**config.mk**
```make
export PLATFORM = sky130hd
export DESIGN_NAME = serial_subtractor
export DESIGN_NICKNAME = d
export VERILOG_FILES = /design/src/rtl/serial_subtractor.sv
export SDC_FILE = /design/constraint.sdc
export NUM_CORES = 1
export LEC_CHECK = 0
export ABC_AREA = 1
export BUFFER_PORTS_ARGS = -buffer_cell sky130_fd_sc_hd__buf_2
export CAP_MARGIN = 20
export CORE_MARGIN = 2
export CORE_UTILIZATION = 40
export CTS_CLUSTER_DIAMETER = 100
export DETAILED_ROUTE_END_ITERATION = 8
export PLACE_DENSITY = 0.61
export SLEW_MARGIN = 0
export SYNTH_ARGS = -nofsm -noshare
export SYNTH_HDL_FRONTEND = slang
export SYNTH_SLANG_ARGS = --single-unit
export TNS_END_PERCENT = 10
```
**constraint.sdc**
```tcl
create_clock -name clk -period 1.4 [get_ports clk]
set_clock_uncertainty 0.1 [all_clocks]
set_input_delay 0.28 -clock clk [delete_from_list [all_inputs] [get_ports clk]]
set_output_delay 0.28 -clock clk [all_outputs]
set_load 0.01 [all_outputs]
```
**src/rtl/serial_subtractor.sv**
```systemverilog
// Bit-serial WIDTH-bit subtractor (A - B, LSB first) built from one full-subtractor cell and a
// borrow flip-flop. Parallel operands in, parallel difference out, each bit also streamed out.
module serial_subtractor #(
  parameter int unsigned WIDTH = 8
) (
  input  logic             clk,
  input  logic             rst_n,
  input  logic             start,
  input  logic [WIDTH-1:0] a,
  input  logic [WIDTH-1:0] b,
  output logic             busy,
  output logic             done,
  output logic [WIDTH-1:0] diff,
  output logic             borrow_out,
  output logic             bit_d,
  output logic             bit_valid
);

  localparam int unsigned CntW = $clog2(WIDTH);

  typedef enum logic [1:0] {StIdle, StRun, StDone} state_e;

  state_e             state_q, state_d;
  logic [WIDTH-1:0]   a_sr_q, b_sr_q, res_q, diff_q;
  logic               w_q, borrow_q;
  logic [CntW-1:0]    cnt_q;

  logic               ai, bi, d, w_next, last;
  logic [WIDTH-1:0]   res_next;

  // Full-subtractor cell on the current LSBs and the stored borrow.
  assign ai       = a_sr_q[0];
  assign bi       = b_sr_q[0];
  assign d        = ai ^ bi ^ w_q;
  assign w_next   = (~ai & bi) | (~(ai ^ bi) & w_q);
  assign last     = (cnt_q == CntW'(WIDTH - 1));
  assign res_next = {d, res_q[WIDTH-1:1]};

  // State register.
  always_ff @(posedge clk or negedge rst_n) begin
    if (!rst_n) begin
      state_q <= StIdle;
    end else begin
      state_q <= state_d;
    end
  end

  // Next-state logic.
  always_comb begin
    state_d = state_q;
    unique case (state_q)
      StIdle:  if (start) state_d = StRun;
      StRun:   if (last) state_d = StDone;
      StDone:  state_d = StIdle;
      default: state_d = StIdle;
    endcase
  end

  // Outputs depend only on registered state, never directly on start/a/b.
  always_comb begin
    busy      = (state_q != StIdle);
    done      = (state_q == StDone);
    bit_valid = (state_q == StRun);
    bit_d     = (state_q == StRun) & d;
  end

  assign diff       = diff_q;
  assign borrow_out = borrow_q;

  // Datapath: operand shifters, result shifter, borrow FF, bit counter and held result.
  always_ff @(posedge clk or negedge rst_n) begin
    if (!rst_n) begin
      a_sr_q   <= '0;
      b_sr_q   <= '0;
      res_q    <= '0;
      w_q      <= 1'b0;
      cnt_q    <= '0;
      diff_q   <= '0;
      borrow_q <= 1'b0;
    end else begin
      unique case (state_q)
        StIdle: begin
          if (start) begin
            a_sr_q <= a;
            b_sr_q <= b;
            w_q    <= 1'b0;
            cnt_q  <= '0;
          end
        end
        StRun: begin
          a_sr_q <= a_sr_q >> 1;
          b_sr_q <= b_sr_q >> 1;
          res_q  <= res_next;
          w_q    <= w_next;
          cnt_q  <= cnt_q + CntW'(1);
          if (last) begin
            diff_q   <= res_next;
            borrow_q <= w_next;
          end
        end
        default: ;
      endcase
    end
  end

endmodule

```
* Word-level counts from Yosys, hierarchy flattened
Index checks and enable logic that the tools add are counted.
** Word-level totals
- Register bits after elaboration :: 39
- Bits of input ports :: 19
- Output and inout bits :: 13
** Cells by class
- Add/sub/neg operators :: 1
- Eq/ne operators :: 5
- Multiplexer cells :: 11
- Bitwise operators :: 8
- Reduce and logical (&&, ||, !) cells :: 6
** Operators by type and width (number)
- one-hot mux 8 bit (2 select lines) :: 2
- 2-to-1 mux 8 bit :: 2
- one-hot mux 3 bit (2 select lines) :: 1
- AND reduction 2 bit :: 3
- 2-to-1 mux 2 bit :: 2
- one-hot mux 2 bit (2 select lines) :: 1
- nonzero test 2 bit :: 2
- adder 3 x 1 -> 3 bit, second input constant :: 1
- AND 1 bit :: 3
- == test 3 bit, second input constant :: 1
- 2-to-1 mux 3 bit :: 1
- == test 2 x 1 -> 1 bit, second input constant :: 1
- == test 2 bit, second input constant :: 1
- zero test 2 bit :: 1
- != test 2 x 1 -> 1 bit, second input constant :: 1
- != test 2 bit, second input constant :: 1
- NOT 1 bit :: 2
- one-hot mux 1 bit (2 select lines) :: 1
- XOR 1 bit :: 2
- 2-to-1 mux 1 bit :: 1
- bitwise OR 1 bit :: 1

* Logic depth before layout (Yosys ltp)
Gate-level depths: netlist of the first run.
- Depth after elaboration :: 5
- Gate-level depth with buffers :: 7

* Worst setup path after synthesis of the first run
No wires, ideal clock.
- Kind :: reg-to-output
- From :: register a_sr_q[0]
- To :: output bit_d
- Arrival :: 1075 ps
- Required time :: 1020 ps
- Slack :: -55 ps
- Stages on the path, launching flop included :: 4
- Path buffers :: 0
- Cell sequence :: dfrtp_1 fa_1 nand2_1 inv_1
** On the way
- Word-level cells in the longest chain between the ends :: 3
** Ends and longest elaborated chain
- from (decl) :: line 24 : logic [WIDTH-1:0] a_sr_q, b_sr_q, res_q, diff_q;
- from (signal assigned) :: line 91 : a_sr_q <= a_sr_q >> 1;
- XOR 1 bit (2 in a row) :: line 34 : assign d = ai ^ bi ^ w_q;
- named net d :: line 28 : logic ai, bi, d, w_next, last;
- AND 1 bit :: line 64 : bit_d = (state_q == StRun) & d;
- to (decl) :: line 15 : output logic bit_d,
The timed path passes the listed nets, and every way through them passes these cells.

* Final worst setup path of the first run
- From :: register w_q
- To :: output bit_d
** On the way
- Word-level cells in the longest chain between the ends :: 2
** Ends and longest elaborated chain
- from (decl) :: line 25 : logic w_q, borrow_q;
- from (signal assigned) :: line 94 : w_q <= w_next;
- XOR 1 bit :: line 34
- named net d :: line 28
- AND 1 bit :: line 64
The timed path passes the listed nets, and every way through them passes these cells.

==> run metrics, run 1 <==
status finished with violations; failing checks negative setup slack; Tot Pwr 5.04 mW; ys flop type dfrtp_1; fin crit period 1.85 ns; grt peak-use layer met2; Die W 72.8 µm; Crit path top cell by count inv_2; initial core utilization 40.8%; met2 global-route usage 26.1%; Via density 4.43; initial DRC count 75; Final Hold Viols 0; Die Ht 72.8 µm; # placed instances 306; Post-Syn Instances 218; Clock Tree Root clkbuf_8; ant diodes 0; Critical Path Source Type flip-flop; fin nets 284; Max Cap Viol 0; endpoint class of the critical path output pin; Slew Limit Fails 0; Routed Antenna Nets 0; Clock Sink Count 38; Mapped Avg Cell Area 8.67 µm²; fin crit share 132%; vias in the first global route 1437; pwr dens 2210 nW/µm²; Peak Freq 0.541 GHz; grt met3 use 4.14%; reg2reg setup slack 0 ns; largest net degree at the start of global routing 39; RSZ-0062 raised after global routing yes; worst rel slew slack 83.2%; Post-route DRC 0; r2r worst-path depth 5; Slew @ Worst Pin 0.252 ns; largest cells by area after synthesis dfrtp_1 (50%), nand2_1 (17%), inv_1 (7.5%), nand3_2 (4.8%), o21ai_2 (3.7%); maximum fanout along the worst path 2; # fillers 472; leak pwr 1.28 nW; Hold WC Path Type input port to flip-flop; capture point of the worst reg-to-reg path res_q[7]; remaining global-route overflow 0; non-filler cells, final 316; final WL 3580 µm; core footprint 4630 µm²; RePlAce Congestion 0.734; synthesis-stage register bit count 38; post-synth top area share 50.3%; first-pass GRT wire length 6220 µm; CP max-delay cell fa_1; WHS Endpoint a_sr_q[7]; hold depth 3; cts bufs inserted 5; synth unique cells 20; met1 Track Usage GR 18.9%; Port-buffer cells 31; # IOs 32; worst reg2reg startpoint w_q; Mapped Area 1890 µm²; dominant cell by count in the synthesized netlist nand2_1; Initial DRT Pass Iterations 4; Synth Net Count 240; ratio of cells with drive above 1 in the final layout 31.3%; Post-synth EDFFs 0; via count 1400; wire per inst 11.3 µm; H-tree Lvls 2; antenna violations before repair 0; Critical Path RT 1.02 ns; Async SR Flop Fraction 100%; Final Setup Violations 5; area delta synth->final 20.9%; Post-synth top cells nand2_1 (88), dfrtp_1 (38), inv_1 (38), nand3_2 (9); Worst-Skew Late Latency 0.29 ns; critical path arrival 1.47 ns; Warnings, synthesis 0; hpwl dp 2530 µm; worst vdd ir 0.000939 V; setup slack after layout -0.450 ns; Critical Path, Cell by Cell inv_2 > fa_1 > nand2_2 > inv_2 > buf_6; min-delay src a[7]; GRT Util Overall 15.7%; Seq/Total Area, Yosys 50.3%; Setup CP Type flip-flop to output pin; Max clock buf depth 2; FP Rows 25; clk slew on worst S/H paths 0.07 ns; delay of the slowest cell on the worst path 0.57 ns; post-synth top area cell dfrtp_1; die area 5290 µm²; CTS tree built
==> report_power, final <==
group / switching, mW / total [mW] / internal (mW)
registers: 0.264 / 1.86 / 1.60
logic: 1.39 / 2.49 / 1.10
clock network: 0.353 / 0.695 / 0.343
==> worst max-delay path, delay by kind of cell (launching register included) <==
family | cells | cell delay (ns)
adders and majority gates | 1 | 0.57
buffers and inverters | 3 | 0.18
and+or+nand+nor | 1 | 0.08
DFF | 1 | 0.35
==> state kept, by name, indices dropped and copies added, names as in the netlist <==
signal / cells
a_sr_q: 8
b_sr_q: 8
borrow_out: 1
cnt_q: 3
diff: 8
res_q: 7
state_q: 2
w_q: 1
==> layer usage <==
metal / share of wire [%] / vias to the layer above
li1: - / 733
met1: 45 / 640
met2: 50 / 21
met3: 3.5 / 6
met4: 1.9 / 0
met5: 0 / -
==> area by class of cell <==
class | instances | area [µm²] | area share (%)
Inverter | 40 | 158 | 6.90
Multi-Input combinational cell | 132 | 728 | 31.9
Clock buffer | 7 | 76.3 | 3.34
Tap cell | 54 | 67.6 | 2.96
Sequential cell | 38 | 952 | 41.7
Timing Repair Buffer | 45 | 304 | 13.3
==> how the worst max path moves through the flow <==
stage	from	endpoint	slack (ns)	cells past startpoint
floorplan	w_q	bit_d	-0.03	4
finish	w_q	bit_d	-0.45	5
global route	w_q	bit_d	-0.53	5
CTS	b_sr_q[0]	bit_d	-0.46	5
global placement	w_q	bit_d	-0.14	5
detailed placement	w_q	bit_d	-0.15	5
==> logic make-up (layout without fill, tap and decap cells) <==
family	after synthesis	after routing	synth area share [%]
fa+ha+maj	3	3	2.38
buf+inv	48	92	12.0
compound gates	20	20	7.48
flops	38	38	50.3
simple gates	109	109	27.9
==> metrics by stage <==
step           instance area [µm²]  setup WS (ns)  hold slack (ns)  TNS, ns  utilization, %
5_1_grt                       2290         -0.527            0.130   -0.933            49.4
4_1_cts                       2260         -0.463            0.114   -0.717            48.9
3_5_place_dp                  2150         -0.147            0.163   -0.147            46.4
3_3_place_gp                  2150         -0.139            0.164   -0.139            46.4
2_1_floorplan                 1890        -0.0276           -0.116  -0.0276               -
6_report                      2290         -0.450            0.126   -0.640            49.4
==> cells in the final DEF, fill, tap and decap left out, drive strengths merged <==
cell type and instances:
dfrtp 38, ha 2, o21ai 18, nor2 3, fa 1, dlygate4sd3 1, nand3 14, a21oi 2
clkbuf 7, nand2 92, buf 44, inv 40
==> repair_timing <==
| action | in CTS | in global routing |
|---|---|---|
| setup buffers | 0 | 2 |
| hold buffers | 1 | 0 |
| resized for setup | 8 | 4 |
| pin swaps | 3 | 2 |
| endpoints found under the hold margin | 38 | 0 |
| endpoints found under the setup margin | 4 | 9 |
No activity file was read; power rests on OpenSTA's default activity.
==> run 2, diff against run 1 <==
--- a/config.mk
+++ b/config.mk
@@ -5,14 +5,14 @@
 export SDC_FILE = /design/constraint.sdc
 export NUM_CORES = 1
 export LEC_CHECK = 0
-export ABC_AREA = 1
+export ABC_AREA = 0
 export BUFFER_PORTS_ARGS = -buffer_cell sky130_fd_sc_hd__buf_2
 export CAP_MARGIN = 20
 export CORE_MARGIN = 2
 export CORE_UTILIZATION = 40
 export CTS_CLUSTER_DIAMETER = 100
 export DETAILED_ROUTE_END_ITERATION = 8
-export PLACE_DENSITY = 0.61
+export PLACE_DENSITY = 0.62
 export SLEW_MARGIN = 0
 export SYNTH_ARGS = -nofsm -noshare
 export SYNTH_HDL_FRONTEND = slang
==> run metrics, run 2 <==
Post-synth top cells dfrtp_1 (38), nand2_1 (29), o21ai_0 (12), o22a_1 (12); Final Hold Viols 0; met3 wire length 150 µm; min-delay src a[7]; worst rel slew slack 78.0%; largest family of logic cells by synthesized area compound AO/OA/AOI/OAI gates; Warnings, synthesis 0; CTS tree built; Setup CP Type flip-flop to output pin; leak pwr 1.15 nW; Synth Net Count 169; synth unique cells 30; RSZ-0062 raised after global routing yes; Critical Path RT 1.02 ns; Clock Tree Root clkbuf_8; Slew Limit Fails 0; Post-Syn Instances 147; worst vdd ir 0.000916 V; Mapped Area 1740 µm²; Mapped Avg Cell Area 11.8 µm²; Post-synth EDFFs 0; status finished with violations; endpoint class of the critical path output pin; largest net degree at the start of global routing 39; multiplexer area fraction after synthesis 5.19%; ratio of cells with drive above 1 in the final layout 46.0%; Placed Area 2060 µm²; post-synth top area share 54.8%; hpwl dp 2410 µm; FP Rows 23; Critical Path Source Type flip-flop; wire per inst 13.7 µm; final instance area 2270 µm²; Via density 5.00; area taken by multi-input logic gates 734 µm²; area delta synth->final 30.7%; Max Cap Viol 0; Clock Sink Count 38; Die W 69.9 µm; most frequent cells in the layout dfrtp_1 (37), nand2_1 (29), buf_2 (27), buf_4 (16), o22a_1 (12); final core utilization 55.5%; Async SR Flop Fraction 100%; fin crit share 133%; Synth Area in Compound Gates 18.0%; setup TNS -1.88 ns; ant diodes 0; Seq/Total Area, Yosys 54.8%; synthesis-stage register bit count 38; # IOs 32; Initial DRT Pass Iterations 4; first-pass GRT wire length 6120 µm; fin crit period 1.86 ns; Adder-Cell Fraction of Synth Area 2.60%; fin nets 221; Die Ht 69.9 µm; simple-gate share of the synthesized area 13.6%; met2 routed WL 1710 µm; critical path arrival 1.48 ns; final WL 3430 µm; setup slack after layout -0.462 ns; ys flop type dfrtp_1; post-synth top area cell dfrtp_1; commonest non-fill, non-tap cell in the layout dfrtp_1; maximum fanout along the worst path 2; Routed Antenna Nets 0; failing checks negative setup slack; Max clock buf depth 2; Worst-Skew Late Latency 0.29 ns; vias in the first global route 1283; clk slew on worst S/H paths 0.07 ns; Hold WC Path Type input port to flip-flop; Post-Synth XOR/XNOR Area 0%; pre-CTS setup slack -0.201 ns; Port-buffer cells 31; die area 4880 µm²; initial core utilization 42.5%; Final Setup Violations 19; pwr dens 2260 nW/µm²; GRT Util Overall 15.5%; antenna violations before repair 0; M1 WL 1540 µm; worst reg2reg startpoint cnt_q[0]; initial DRC count 51; register area 952 µm²; Slew @ Worst Pin 0.329 ns; RePlAce Congestion 0.741; Peak Freq 0.537 GHz; H-tree Lvls 2; # fillers 367; largest cells by area after synthesis dfrtp_1 (55%), nand2_1 (6.3%), o22a_1 (6.1%), mux2_2 (5.2%), a221o_2 (4.5%); Post-route DRC 0; highest routed layer met4; Critical Path Start w_q; cts bufs inserted 5; remaining global-route overflow 0; Tot Pwr 5.12 mW; via count 1250; core footprint 4090 µm²; dominant cell by count in the synthesized netlist dfrtp_1
[run 2: kinds of logic after synthesis]
kind of cell / count (synthesis)
AO/OA/AOI/OAI: 39
AND/OR/NAND/NOR: 46
buffers and inverters: 13
multiplexers: 8
flip-flops: 38
adder cells (fa/ha/maj): 3
[run 2: where the power goes]
part           leakage (nW)  switching [mW]  internal (mW)  total, mW
Clock                0.0579           0.385          0.524      0.909
Sequential            0.472           0.309           1.59       1.89
Combinational         0.617           0.948           1.37       2.32
[run 2: cell type report]
type	instances	area share [%]
repair buffers	53	16.9
well taps	50	2.76
clock inverters	3	1.77
inverters	5	1.16
flip-flops and latches	38	42.0
clock buffers	5	3.03
multi-input cells	96	32.4
[run 2: critical path, cell delays in order (launching register included)]
cell	delay (ns)
dfrtp_1	0.34
inv_2	0.05
fa_1	0.56
and2_4	0.16
buf_6	0.10
[run 2: layer usage]
metal  up-vias  global-route usage, %
met5         -                      0
met4         0                   5.13
met3         4                   4.04
met2        24                   25.4
met1       598                   19.9
li1        624                      -
[run 2: what timing repair did]
action / CTS / global route
setup endpoints to repair: 15 / 25
setup buffers: 1 / 5
gates resized for setup: 10 / 12
pin swaps: 4 / 15
endpoints found under the hold margin: 38 / 0
hold buffers: 1 / 0
[run 2: path summary, 6_finish.rpt]
kind                               to  slack, ns  cells after the start
setup / recovery                bit_d      -0.46                      4
hold / removal              a_sr_q[7]       0.14                      3
setup reg to reg              diff[6]      -0.13                      5
hold reg to reg            borrow_out       0.39                      2
max in group asynchronous  state_q[1]       0.60                      3
min in group asynchronous     diff[1]       0.40                      3
[run 2: through the flow]
stage / hold WS (ns) / instances
2_1_floorplan: -0.116 / 147
3_3_place_gp: 0.160 / 235
3_5_place_dp: 0.162 / 235
4_1_cts: 0.140 / 245
5_1_grt: 0.157 / 250
6_report: 0.144 / 250
